<file path="config.mk">
export PLATFORM = sky130hd
export DESIGN_NAME = board_uart_framer
export DESIGN_NICKNAME = d
export VERILOG_FILES = /design/src/rtl/board_uart_framer_pkg.sv /design/src/rtl/board_uart_framer_tile_byte_mux.sv /design/src/rtl/board_uart_framer.sv
export SDC_FILE = /design/constraint.sdc
export NUM_CORES = 1
export LEC_CHECK = 0
export BUFFER_PORTS_ARGS = -buffer_cell sky130_fd_sc_hd__buf_2
export CAP_MARGIN = 20
export CORE_AREA = 2 2 110 139
export DETAILED_ROUTE_END_ITERATION = 6
export DIE_AREA = 0 0 112 141
export PLACE_DENSITY = 0.76
export RECOVER_POWER = 100
export SLEW_MARGIN = 5
export SYNTH_ARGS = -nofsm -noshare
export SYNTH_HDL_FRONTEND = slang
export SYNTH_SLANG_ARGS = --single-unit
export TNS_END_PERCENT = 1
</file>
<file path="constraint.sdc">
create_clock -name clk -period 2.48 [get_ports clk]
set_input_delay 0.124 -clock clk [delete_from_list [all_inputs] [get_ports clk]]
set_output_delay 0.124 -clock clk [all_outputs]
set_load 0.02 [all_outputs]
</file>
<file path="src/rtl/board_uart_framer_pkg.sv">
// Shared game/frame definitions for the board UART framer: geometry, header byte,
// frame length and the 3-bit FSM state encoding.
package board_uart_framer_pkg;

  localparam int BLOCK_SIZE = 4;
  localparam int NUM_TILES  = 16;
  localparam int TOTAL_SIZE = BLOCK_SIZE * NUM_TILES;
  localparam int FRAME_LEN  = NUM_TILES + 2;
  localparam int ACK_TMO    = 4;
  localparam int IDX_W      = $clog2(FRAME_LEN);
  localparam int TMO_W      = 3;

  localparam logic [7:0]       HDR_BYTE = 8'hA5;
  localparam logic [IDX_W-1:0] LAST_IDX = IDX_W'(FRAME_LEN - 1);

  typedef enum logic [2:0] {
    ST_IDLE      = 3'd0,
    ST_LOAD      = 3'd1,
    ST_SEND      = 3'd2,
    ST_WAIT_ACK  = 3'd3,
    ST_WAIT_DONE = 3'd4,
    ST_NEXT      = 3'd5
  } state_t;

endpackage

</file>
<file path="src/rtl/board_uart_framer_tile_byte_mux.sv">
// Selects the frame byte for a given index: header, zero-extended tile, or checksum.
module board_uart_framer_tile_byte_mux
  import board_uart_framer_pkg::*;
(
  input  logic [TOTAL_SIZE-1:0] board,
  input  logic [IDX_W-1:0]      idx,
  input  logic [7:0]            chk,
  output logic [7:0]            tx_byte
);

  // NOTE: assigning a default before any branch keeps always_comb free of latches.
  always_comb begin
    tx_byte = HDR_BYTE;
    if (idx == LAST_IDX) begin
      tx_byte = chk;
    end else if (idx != '0 && idx <= IDX_W'(NUM_TILES)) begin
      tx_byte = 8'(board[(int'(idx) - 1) * BLOCK_SIZE +: BLOCK_SIZE]);
    end
  end

endmodule

</file>
<file path="src/rtl/board_uart_framer.sv">
// Snapshots the packed board and streams it to the UART as header, 16 tile bytes and
// an XOR checksum, pacing each byte on the transmitter's busy handshake.
module board_uart_framer
  import board_uart_framer_pkg::*;
(
  input  logic                  clk,
  input  logic                  rst_n,
  input  logic [TOTAL_SIZE-1:0] i_board,
  input  logic                  i_valid,
  input  logic                  i_tx_busy,
  output logic [7:0]            o_tx_data,
  output logic                  o_tx_stb,
  output logic                  o_busy,
  output logic                  o_frame_done,
  output logic [7:0]            o_drop_cnt
);

  state_t                state_q, state_d;
  logic [TOTAL_SIZE-1:0] shadow_q, work_q;
  logic                  pending_q;
  logic [IDX_W-1:0]      idx_q;
  logic [7:0]            chk_q;
  logic [7:0]            drop_q;
  logic [TMO_W-1:0]      tmo_q;
  logic [7:0]            tx_byte;
  logic                  stb;
  logic                  frame_done;
  logic                  in_flight;

  board_uart_framer_tile_byte_mux u_mux (
    .board   (work_q),
    .idx     (idx_q),
    .chk     (chk_q),
    .tx_byte (tx_byte)
  );

  assign in_flight = (state_q != ST_IDLE);

  always_comb begin
    state_d    = state_q;
    stb        = 1'b0;
    frame_done = 1'b0;
    case (state_q)
      ST_IDLE:      if (i_valid) state_d = ST_LOAD;
      ST_LOAD:      state_d = ST_SEND;
      ST_SEND: begin
        if (!i_tx_busy) begin
          stb     = 1'b1;
          state_d = ST_WAIT_ACK;
        end
      end
      ST_WAIT_ACK: begin
        if (i_tx_busy)                            state_d = ST_WAIT_DONE;
        else if (tmo_q == TMO_W'(ACK_TMO - 1))    state_d = ST_NEXT;
      end
      ST_WAIT_DONE: if (!i_tx_busy) state_d = ST_NEXT;
      ST_NEXT: begin
        if (idx_q == LAST_IDX) begin
          frame_done = 1'b1;
          // A capture landing in this very cycle must still start the next frame.
          state_d    = (pending_q || i_valid) ? ST_LOAD : ST_IDLE;
        end else begin
          state_d = ST_SEND;
        end
      end
      default:      state_d = ST_IDLE;
    endcase
  end

  // NOTE: sequential state uses non-blocking assignments so every register samples pre-edge values.
  always_ff @(posedge clk or negedge rst_n) begin
    if (!rst_n) state_q <= ST_IDLE;
    else        state_q <= state_d;
  end

  // NOTE: the wide board registers are reset too, so no stale snapshot survives an abort.
  always_ff @(posedge clk or negedge rst_n) begin
    if (!rst_n) begin
      shadow_q  <= '0;
      work_q    <= '0;
      pending_q <= 1'b0;
      idx_q     <= '0;
      chk_q     <= '0;
      drop_q    <= '0;
      tmo_q     <= '0;
    end else begin
      if (i_valid) shadow_q <= i_board;

      // LOAD consumes the pending snapshot, so an update there is not a drop.
      if (i_valid && in_flight) begin
        pending_q <= 1'b1;
        if (pending_q && state_q != ST_LOAD && drop_q != 8'hFF) drop_q <= drop_q + 8'd1;
      end else if (state_q == ST_LOAD) begin
        pending_q <= 1'b0;
      end

      if (state_q == ST_LOAD) begin
        work_q <= shadow_q;
        idx_q  <= '0;
        chk_q  <= '0;
      end

      if (stb && idx_q != '0 && idx_q != LAST_IDX) chk_q <= chk_q ^ tx_byte;

      if (state_q == ST_WAIT_ACK) tmo_q <= tmo_q + TMO_W'(1);
      else                        tmo_q <= '0;

      if (state_q == ST_NEXT && idx_q != LAST_IDX) idx_q <= idx_q + IDX_W'(1);
    end
  end

  assign o_tx_stb     = stb;
  assign o_tx_data    = (state_q == ST_SEND) ? tx_byte : 8'h00;
  assign o_busy       = in_flight;
  assign o_frame_done = frame_done;
  assign o_drop_cnt   = drop_q;

endmodule

</file>
### Yosys cells after proc, flatten, opt, wreduce, memory -nomap -nowiden

Cells that the tools add are included.

| storage, ports and cells | value |
|---|---|
| word-level logic and storage cells | 67 |
| input bits | 68 |
| bits in registers | 156 |
| output and inout bits | 19 |

| operators by class | value |
|---|---|
| magnitude comparators | 1 |
| shifts and indexed selects | 1 |
| bitwise operators | 1 |
| equal/unequal tests | 14 |
| multiplexer cells | 22 |
| reductions and logical operators | 16 |
| add/subtract/negate cells | 4 |

Operators by type and width:

| cell | number |
|---|---|
| indexed part select 64 x 32 -> 4 bit | 1 |
| 2-to-1 mux 8 bit | 5 |
| 2-to-1 mux 3 bit | 6 |
| case mux 3 bit (6 select lines) | 1 |
| 2-to-1 mux 5 bit | 2 |
| == test 3 x 2 -> 1 bit, second input constant | 3 |
| adder 8 x 1 -> 8 bit, second input constant | 1 |
| != test 8 bit, second input constant | 1 |
| XOR 8 bit | 1 |
| logical AND 1 bit | 7 |
| 2-to-1 mux 1 bit | 7 |
| == test 3 bit, second input constant | 2 |
| != test 2 bit, second input constant | 3 |
| nonzero test 2 bit | 3 |
| subtractor 5 x 1 -> 6 bit, second input constant | 1 |
| adder 5 x 1 -> 5 bit, second input constant | 1 |
| == test 5 bit, second input constant | 1 |
| <= comparator 5 bit, second input constant | 1 |
| != test 5 bit, second input constant | 1 |
| nonzero test 5 bit | 1 |
| AND reduction 4 bit | 1 |
| adder 3 x 1 -> 3 bit, second input constant | 1 |
| == test 3 x 1 -> 1 bit, second input constant | 1 |
| zero test 3 bit | 1 |
| other kinds (6) | 6 |

### Logic depth before layout (Yosys ltp)

| depth | value |
|---|---|
| word-level depth | 6 |
| mapped depth | 12 |
| mapped depth without buffers | 9 |

### Cells and area by module

Synthesis repeated with hierarchy kept, for this count alone.

| second synthesis, totals | value |
|---|---|
| cells, all modules | 662 |
| area, all modules | 7,249.5 µm² |

Modules (own cells, without submodules):

| module | instances | area an instance (µm²) | sequential area each (µm²) | cells an instance |
|---|---|---|---|---|
| board_uart_framer | 1 | 6,316.1 | 3,903.7 | 563 |
| board_uart_framer_tile_byte_mux | 1 | 933.4 | 0.0 | 99 |

### Worst setup path after synthesis

No wires, ideal clock.

| timing path | value |
|---|---|
| kind | flip-flop to output port |
| start | register idx_q[1] |
| end | output port o_tx_data[3] |
| slack | -0.250 ns |
| path buffers | 3 |
| cell stages (with the launch flop) | 11 |
| arrival time | 2.606 ns |
| required time | 2.356 ns |
| cell sequence | dfrtp_1 -> clkbuf_1 -> inv_1 -> ha_1 -> buf_6 -> clkbuf_4 -> nand2_1 -> mux2i_1 -> nor3_1 -> or4b_1 -> a21oi_1 |

| between the ends | value |
|---|---|
| longest elaborated chain between the ends | 5 |
| elaborated cells between the ends (all ways) | 9 |
| those cells by class | add/sub: 1; order compare: 1; eq/ne: 1; shift: 1; mux: 3; reduce/logical: 2 |

RTL lines:

| item | line | source |
|---|---|---|
| from (decl) | board_uart_framer.sv:21 | `logic [IDX_W-1:0] idx_q;` |
| from (signal assigned) | board_uart_framer.sv:108 | `if (state_q == ST_NEXT && idx_q != LAST_IDX) idx_q <= idx_q + IDX_W'(1);` |
| subtractor 5 x 1 -> 6 bit, or another cell as far along | board_uart_framer_tile_byte_mux.sv:17 | `tx_byte = 8'(board[(int'(idx) - 1) * BLOCK_SIZE +: BLOCK_SIZE]);` |
| indexed part select 64 x 32 -> 4 bit / logical AND 1 bit (equally long branches) | board_uart_framer_tile_byte_mux.sv:17, board_uart_framer_tile_byte_mux.sv:16 |  |
| 2-to-1 mux 8 bit | board_uart_framer_tile_byte_mux.sv:16 | `end else if (idx != '0 && idx <= IDX_W'(NUM_TILES)) begin` |
| 2-to-1 mux 8 bit * | board_uart_framer_tile_byte_mux.sv:14 | `if (idx == LAST_IDX) begin` |
| 2-to-1 mux 8 bit * | board_uart_framer.sv:113 | `assign o_tx_data = (state_q == ST_SEND) ? tx_byte : 8'h00;` |
| to (decl) | board_uart_framer.sv:11 | `output logic [7:0] o_tx_data,` |

Mark *: on every way between the ends. The rest lies on a longest branch, timed or not.

### Final worst setup path

| timing path | value |
|---|---|
| start | register idx_q[0] |
| end | output port o_tx_data[3] |

The elaborated chain is that of the path after synthesis.

==> results.md <==
- Max Freq: 373 MHz
- Crit-path slowest cell: or4b_4
- Layout Nets: 881
- Worst Path Arrival: 2560 ps
- Final GP Congestion: 0.855
- CTS H-tree depth: 4
- Antenna fix cells: 0
- Startpoint Class: register
- DRT iter0 DRCs: 275
- Non-Filler Cell Area, Final: 9260 µm²
- Commonest non-fill, non-tap cell in the layout: nand2_1
- Register area share after synthesis: 54.8%
- Post-Syn Instances: 649
- CTS Buffer Depth: 2
- Hold Vio Cnt, Final: 0
- Fin Setup TNS: -685 ps
- RR Startpoint: state_q[1]
- Number of synthesized flops with an enable pin: 0
- Average wire per standard cell: 16.6 µm
- Status: finished, violations left
- Die Ht: 141 µm
- DRC viols: 0
- Final Setup Violations: 6
- Number of global-route vias before repair: 5627
- Total gr overflow: 0
- Combinational Power Share: 34.8%
- Initial Utilization: 48.6%
- Switching share of power: 34.3%
- Max Fanout on Critical Path: 6
- Layout cells sized above 1: 27.6%
- CP cell instances: inv_2 -> ha_4 -> xor2_4 -> mux2i_1 -> nor3_1 -> or4b_4 -> a21oi_4 -> buf_6
- Antenna violation net count after detailed routing: 0
- Skew final: 11.3 ps
- Vias per Instance: 5.35
- CORE AREA: 14600 µm²
- Setup crit end kind: output port
- Worst Tran Pin Value: 1930 ps
- Clock latency on the worst-skew pair: 430 ps
- Port Buffers: 86
- Die ar.: 15800 µm²
- Total wire length: 16600 µm
- CTS tree: done
- Vias: 5351
- Max Cap Viol: 1
- Pint: 6.72 mW
- Pwr dens: 1110 nW/µm²
- Sw power: 3.51 mW
- Yosys cell types: 59
- Setup slack after layout: -201 ps
- Commonest cells after routing, fill and taps aside: nand2_1 (211), dfrtp_1 (156), buf_2 (71), dlygate4sd3_1 (66), mux2_2 (64)
- Clock transition at path regs: 60 ps
- Area after DPL: 7820 µm²
- Multi-input logic area: 3120 µm²
- Post-synthesis register bit count: 156
- Period utilization: 108%
- Detailed-routing iteration count for the pre-antenna-repair pass: 5
- FF/Latch Area: 3900 µm²
- Leakage: 4.35 nW
- Tot Pwr: 10.2 mW
- Max_slew headroom: -29.0%
- Failing checks: max-capacitance violations, max-slew violations, negative setup slack
- Critical path launch point: idx_q[0]
- CP max stage delay: 510 ps
- CTS buffer count: 17
- Top_reg_cell synth: dfrtp_1
- Mean Syn Cell Area: 11.0 µm²
- Fin crit period: 2680 ps
- Share of power burned in registers: 36.9%
- CTS Sinks: 156
- Clock power frac: 28.3%
- Initial antenna violation count: 0
- Netlist Area Pre-Place: 7120 µm²
- Synthesis Warnings: 0
- Syn Nets: 725
- HP Start: i_valid
- First-pass GRT wire length: 27500 µm
- Asr flop ratio synth: 100%
- Syn-to-layout area delta: 30.0%
- Tot GR Track Use: 21.9%
- Worst path required time: 2360 ps
- VDD IR max: 0.528 mV
- Maximum number of pins on one net before global-route repair: 80
- Root Buffer Master: clkbuf_16
- Num rows: 50
- Critical path class: reg -> out
- Final Slew Violations: 80
- Worst hold path type: in -> reg
- Die X: 112 µm
- Filler instances: 1163
- HPWL Detailed: 10700 µm
- Boundary Pins: 87
- RSZ-0062 raised after global routing: yes
[critical path: cells and delay by family, from the launching register on]
family | cells | cell delay (ps)
and+or+nand+nor | 2 | 590
DFF | 1 | 420
muxes | 1 | 300
xor gates and xnor gates | 1 | 270
buffers and inverters | 2 | 240
adders and majority gates | 1 | 170
AOI/OAI and AO/OA | 1 | 140
[power groups by stage]
stage / registers [mW] / clock network [mW] / logic (mW)
global route: 3.86 / 3.05 / 3.92
floorplan: 3.64 / 0 / 2.38
detailed placement: 3.79 / 0 / 3.15
finish: 3.78 / 2.89 / 3.56
CTS: 3.77 / 2.93 / 3.56
global placement: 3.76 / 0 / 3.04
[Yosys cell counts (all sizes together) (2+ instances only)]
master,instances,area [µm²]
nand2,212,796
dfrtp,156,3900
mux2,65,732
clkbuf,25,97.6
nor2,21,78.8
buf,14,95.1
mux2i,14,140
mux4,14,327
o21ai,13,65.1
a21oi,8,40.0
ha,8,100
and3,7,43.8
and2,6,37.5
inv,6,22.5
nand2b,6,37.5
nand3,6,30.0
nor3,6,30.0
o31ai,4,30.0
xnor2,4,35.0
xor2,4,42.6
nand4,3,18.8
nor3b,3,22.5
o22a,3,26.3
o311ai,3,26.3
a2111oi,2,30.0
a211oi,2,15.0
nand3b,2,15.0
nand4bb,2,22.5
nor2b,2,12.5
nor4,2,27.5
o21a,2,15.0
o21bai,2,15.0
o221ai,2,17.5
o22ai,2,12.5
o32ai,2,17.5
or3b,2,17.5
[per-stage QoR]
step	cells	hold WS [ps]	util (%)	setup slack, ps
after detailed placement	896	211	53.4	69.4
after CTS	1000	165	63.4	-204
final	1000	200	63.2	-201
after global placement	896	198	53.4	113
after global routing	1000	216	63.2	-312
after floorplan	649	-172	-	37.9
[layer usage]
layer | vias to the layer above | routed length [µm] | global-route usage [%]
met5 | - | 0 | 0
met1 | 2684 | 6880 | 26.3
li1 | 2525 | - | -
met3 | 27 | 539 | 4.69
met4 | 0 | 304 | 6.80
met2 | 115 | 8870 | 39.6
[sequential cells by signal, indices dropped and copies added (netlist names)]
register    count
chk_q           8
idx_q           5
o_drop_cnt      8
pending_q       1
shadow_q       64
state_q         3
tmo_q           3
work_q         64
[area by class of cell]
cell class,count,share of cell area [%]
clock buffer,21,5.19
clock inverter,11,2.03
inverter,6,0.243
multi-input combinational,448,33.7
sequential,156,42.2
tap,182,2.46
timing repair buffer,176,14.2
[path summary, 6_finish.rpt]
path,endpoint,slack [ps],depth (start not counted)
max in group asynchronous,work_q[54],410,3
max reg2reg,idx_q[1],90,4
max,o_tx_data[3],-200,8
min reg2reg,tmo_q[0],450,1
min in group asynchronous,shadow_q[4],790,2
min,o_drop_cnt[0],200,4
[what timing repair did]
action                     CTS  global route
hold endpoints to repair   141             0
setup endpoints to repair    4             6
hold buffers                66             0
pin swaps                    4             0
resized for setup           16             5
cloned                       0             0
setup buffers                6             0
[kinds of logic after synthesis]
family	after synthesis	synth area share (%)
simple gates	288	17.7
flops	156	54.8
mux	93	16.8
compound gates	51	5.15
buf+inv	45	3.02
xor+xnor	8	1.09
fa+ha+maj	8	1.41
Note: power is estimated with default switching activity, not from simulation.
